<file path="config.mk">
export PLATFORM = sky130hd
export DESIGN_NAME = qimag_serial_adder
export DESIGN_NICKNAME = d
export VERILOG_FILES = /design/src/rtl/qimag_serial_adder.sv
export SDC_FILE = /design/constraint.sdc
export NUM_CORES = 1
export LEC_CHECK = 0
export ABC_AREA = 1
export CORE_MARGIN = 5
export CORE_UTILIZATION = 51
export CTS_CLUSTER_DIAMETER = 100
export CTS_CLUSTER_SIZE = 8
export DETAILED_ROUTE_END_ITERATION = 6
export PLACE_DENSITY_LB_ADDON = 0.3
export SLEW_MARGIN = 20
export SYNTH_ARGS = -nofsm -noshare
export SYNTH_HDL_FRONTEND = slang
export SYNTH_SLANG_ARGS = --single-unit
</file>
<file path="constraint.sdc">
create_clock -name clk -period 2.3 [get_ports clk]
set_clock_uncertainty 0.1 [all_clocks]
set_input_delay 0.23 -clock clk [delete_from_list [all_inputs] [get_ports clk]]
set_output_delay 0.23 -clock clk [all_outputs]
set_load 0.02 [all_outputs]
</file>
<file path="src/rtl/qimag_serial_adder.sv">
// Digit-serial quater-imaginary (base 2i) adder: one result digit per clock, LSD first.
// Optional early termination of RUN when no carries remain: define QIMAG_SERIAL_EARLY_DONE_EN.
module qimag_serial_adder #(
    parameter int DIGITS = 8,
    parameter int EXTRA  = 4
) (
    input  logic                            clk,
    input  logic                            rst_n,
    input  logic                            in_valid,
    output logic                            in_ready,
    input  logic [2*DIGITS-1:0]             a,
    input  logic [2*DIGITS-1:0]             b,
    output logic                            out_valid,
    input  logic                            out_ready,
    output logic [2*(DIGITS+EXTRA)-1:0]     sum,
    output logic                            overflow
);
    localparam int N  = DIGITS + EXTRA;
    localparam int CW = $clog2(N) + 1;
    localparam logic [CW-1:0] LAST    = CW'(N - 1);
    localparam logic [CW-1:0] EARLY_K = CW'(DIGITS - 1);

    localparam logic [1:0] S_IDLE = 2'd0;
    localparam logic [1:0] S_RUN  = 2'd1;
    localparam logic [1:0] S_DONE = 2'd2;

    logic [1:0]            state;
    logic [CW-1:0]         cnt;
    logic [2*DIGITS-1:0]   a_sh, b_sh;
    // Carry delay line, each entry {cp, cn}: dl1 from digit k-1, dl2 from digit k-2.
    logic [1:0]            dl1, dl2;
    logic [2*N-1:0]        sum_r;
    logic                  ovf_r;
    logic [3:0]            t;
    logic [1:0]            cout;
    logic                  fin;

    // Operand registers shift right with zero fill, so digits at k >= DIGITS read as 0.
    always_comb begin
        t    = 4'(a_sh[1:0]) + 4'(b_sh[1:0]) + 4'(dl2[1]) - 4'(dl2[0]);
        // t = -1 wraps to 4'hF: digit 3 with +1 carry; t in 4..7: digit t-4 with -1 carry.
        cout = {t == 4'hF, t[3:2] == 2'b01};
        fin  = (cnt == LAST);
`ifdef QIMAG_SERIAL_EARLY_DONE_EN
        if (cnt >= EARLY_K && cout == 2'b00 && dl1 == 2'b00)
            fin = 1'b1;
`else
        fin  = fin | 1'b0;
`endif
    end

    always_ff @(posedge clk or negedge rst_n) begin
        if (!rst_n) begin
            state <= S_IDLE;
            cnt   <= '0;
            a_sh  <= '0;
            b_sh  <= '0;
            dl1   <= '0;
            dl2   <= '0;
            sum_r <= '0;
            ovf_r <= 1'b0;
        end else begin
            case (state)
                S_IDLE: begin
                    if (in_valid) begin
                        a_sh  <= a;
                        b_sh  <= b;
                        dl1   <= '0;
                        dl2   <= '0;
                        sum_r <= '0;
                        ovf_r <= 1'b0;
                        cnt   <= '0;
                        state <= S_RUN;
                    end
                end
                S_RUN: begin
                    a_sh <= a_sh >> 2;
                    b_sh <= b_sh >> 2;
                    for (int i = 0; i < N; i++)
                        if (cnt == CW'(i))
                            sum_r[2*i +: 2] <= t[1:0];
                    dl2 <= dl1;
                    dl1 <= cout;
                    cnt <= cnt + CW'(1);
                    if (fin) begin
                        // Anything still in flight would land above the top result digit.
                        ovf_r <= |{cout, dl1};
                        state <= S_DONE;
                    end
                end
                S_DONE: begin
                    if (out_ready)
                        state <= S_IDLE;
                end
                default: state <= S_IDLE;
            endcase
        end
    end

    assign in_ready  = (state == S_IDLE);
    assign out_valid = (state == S_DONE);
    assign sum       = sum_r;
    assign overflow  = ovf_r;
endmodule

</file>
==> impl_results.md <==
- Max-Cap Viols: 0
- Core Region: 5960 um2
- Power density over the cells: 1550 nW/um2
- Die area: 7870 um2
- Yosys cell types: 26
- Mux share of post-synthesis cell area: 0%
- Post-detailed-route wirelength per cell: 14.0 um
- Die Width: between 80 and 90 um
- Critical path required time: between 2000 and 2500 ps
- P&R area growth vs syn: 29.1%
- Top-count cell post-synth: nand2_1
- Total GRT Usage: 19.5%
- Detail Placement HPWL: 4560 um
- CTS buffer count: 9
- DRT Pass-1 Iters: 4
- Clk slew on worst S/H paths: 70 ps
- Synth top area share: 53.9%
- Fill count: 495
- Critical path class: register to register
- CTS tree: built
- Synth Area in Adders: 4.04%
- Top achievable clock speed: roughly 450 MHz
- I/O Pins: 63
- R2R Setup Slk: about 82 ps
- Async set or reset register ratio after synthesis: 100%
- FF/Latch Area: 1700 um2
- I/O Buffers: slightly above 60
- Die height: between 80 and 90 um
- CTS Buffer Depth: 2
- First DRT Iteration DRCs: 224
- Final Instance Area: 4080 um2
- Area occupied by multi-input gates: 1180 um2
- Reg-to-Reg End: sum[17]
- First-pass GRT wire length: 11800 um
- H-tree depth: 3
- Critical path peak fanout: 12
- Syn_nets: between 300 and 400
- Flops & latches, synth: 68
- Critical Path End Type: register
- Complex-gate fraction of the synthesized area: 13.7%
- Post-Syn Area: 3160 um2
- Slew @ Worst Pin: 543 ps
- Vias per Instance: 5.34
- Placed Area: between 3000 and 4000 um2
- Sequential share of the synthesized area: 53.9%
- GRT Residual Overflow: 0
- GP Congestion: 0.815
- Synth Flop Type: dfrtp_1
- Routed vias: roughly 2.6k
- Cell count after synthesis: approximately 350
- Layout Utilization: 68.4%
- Slew HR: between 60% and 70%
- Outcome: complete, no violations
- Total power: 6.33 mW
- Synth top area cells: dfrtp_1 (54%), nand2_1 (9.9%), o22ai_1 (5.9%)
- Initial antenna violation count: 0
- Largest net degree at the start of global routing: 69
- CTS Root Cell: clkbuf_8
- Final hold violations: 0
- Synth warn: 0
- Post-Route WL: 6860 um
- # diodes: 0
- Startpoint types: register
- Vias in the first global route: about 2.5k
- Peak VDD IR: 0.000838 V
- FP Rows: 28
- Top cells by count, synth: nand2_1 (83), dfrtp_1 (68), inv_1 (45)
- DRC violations left: 0
- Synth area leader: dfrtp_1
- Clock Sinks: ~70
- Layout cell share with drive strength beyond 1: 8.19%
- Slew Viols, Final: 0
- Period utilization: 96.4%
- XOR/XNOR Fraction of Synth Area: less than 1%
- Min Tclk post-route: 2220 ps
- RR Startpoint: b_sh[0]
- Initial core utilization: 53.0%
- Critical path arrival: 2350 ps
- Number of synthesized flops with an enable pin: 0
- Routed Antenna Nets: 0
- Final-stage net count: 455
- Post-Synth Simple-Gate Area: approximately 19%
- Worst reg2reg path depth: 10
- Main combinational cell family by area after synthesis: simple AND/OR/NAND/NOR gates
- HP Class: input pin to async pin
- Leakage Power: 2.00 nW
- Setup violators final: 0
- Avg Inst Size Synth: 9.10 um2
- Worst-Skew Late Latency: approximately 340 ps
## worst max-delay path: stages, from the launching register on
cell     delay (ps)
dfrtp_1         330
inv_1            60
ha_1            310
fa_2            340
inv_2            80
fa_1            440
inv_2            80
nor2_2           40
buf_4           200
nand2_1          80
nand2_1          60
## final cells by class
type	instances	share of cell area [%]
clock buffer	13	4.14
inverter	47	4.45
timing repair buffer	67	16.7
sequential	68	41.7
multi-input combinational	217	29.0
clock inverter	3	1.66
tap	75	2.30
## power by group
group	switching (mW)	internal, mW	total (mW)
Sequential	0.314	1.73	2.05
Combinational	1.90	1.23	3.14
Clock	0.441	0.700	1.14
Total	2.66	3.67	6.33
## repair_timing
action | CTS | global route
hold endpoints to repair | 68 | 0
endpoints found under the setup margin | 0 | 13
hold buffers | 1 | 0
buffers inserted | 0 | 0
resized for setup | 0 | 4
## registers in the layout, indices dropped and copies added, names as in the netlist
register	count
state	2
dl2	2
overflow	1
b_sh	16
cnt	5
sum	24
a_sh	16
dl1	2
## cell usage in the layout, fill, tap and decap left out, types with 2 or more instances in the layout
master	instances
buf_12	2
a32o_1	4
nand2_1	83
nand4_1	4
ha_1	7
bufinv_16	2
a21oi_1	28
dfrtp_1	68
nor2_2	2
o22ai_1	30
nor2_4	4
buf_4	2
nor2_1	7
nand3_1	30
inv_2	2
clkbuf_8	12
o21ai_0	9
inv_1	43
clkdlybuf4s50_1	61
## worst max path at each step
stage / from / to / slack (ps) / depth (start not counted)
finish: b_sh[0] / sum[17] / 80 / 10
global route: b_sh[0] / overflow / -3 / 11
CTS: b_sh[0] / overflow / 10 / 11
detailed placement: b_sh[0] / sum[23] / 80 / 10
global placement: b_sh[0] / overflow / 150 / 11
floorplan: dl2[0] / overflow / 200 / 10
## per-layer routing
metal	track usage, %	share of wire, %	wire (um)
met5	0	0	0
met4	9.07	2.0	140
met3	3.54	4.1	284
met2	30.0	48	3300
met1	26.9	46	3140
## stage by stage
step | instances | setup TNS (ps) | hold slack, ps | worst slack (ps)
final | 490 | 0 | 323 | 81.8
after global placement | 473 | 0 | 177 | 147
after detailed placement | 473 | 0 | 176 | 80.1
after CTS | 490 | 0 | 347 | 11.5
after global routing | 490 | -3.12 | 348 | -2.91
after floorplan | 347 | 0 | -166 | 203
## logic make-up after synthesis
logic type | Yosys count
adder cells (fa/ha/maj) | 9
buffers and inverters | 62
flip-flops | 68
AND/OR/NAND/NOR | 133
AO/OA/AOI/OAI | 74
XOR/XNOR | 1
Power figures use the tool's default switching activity.
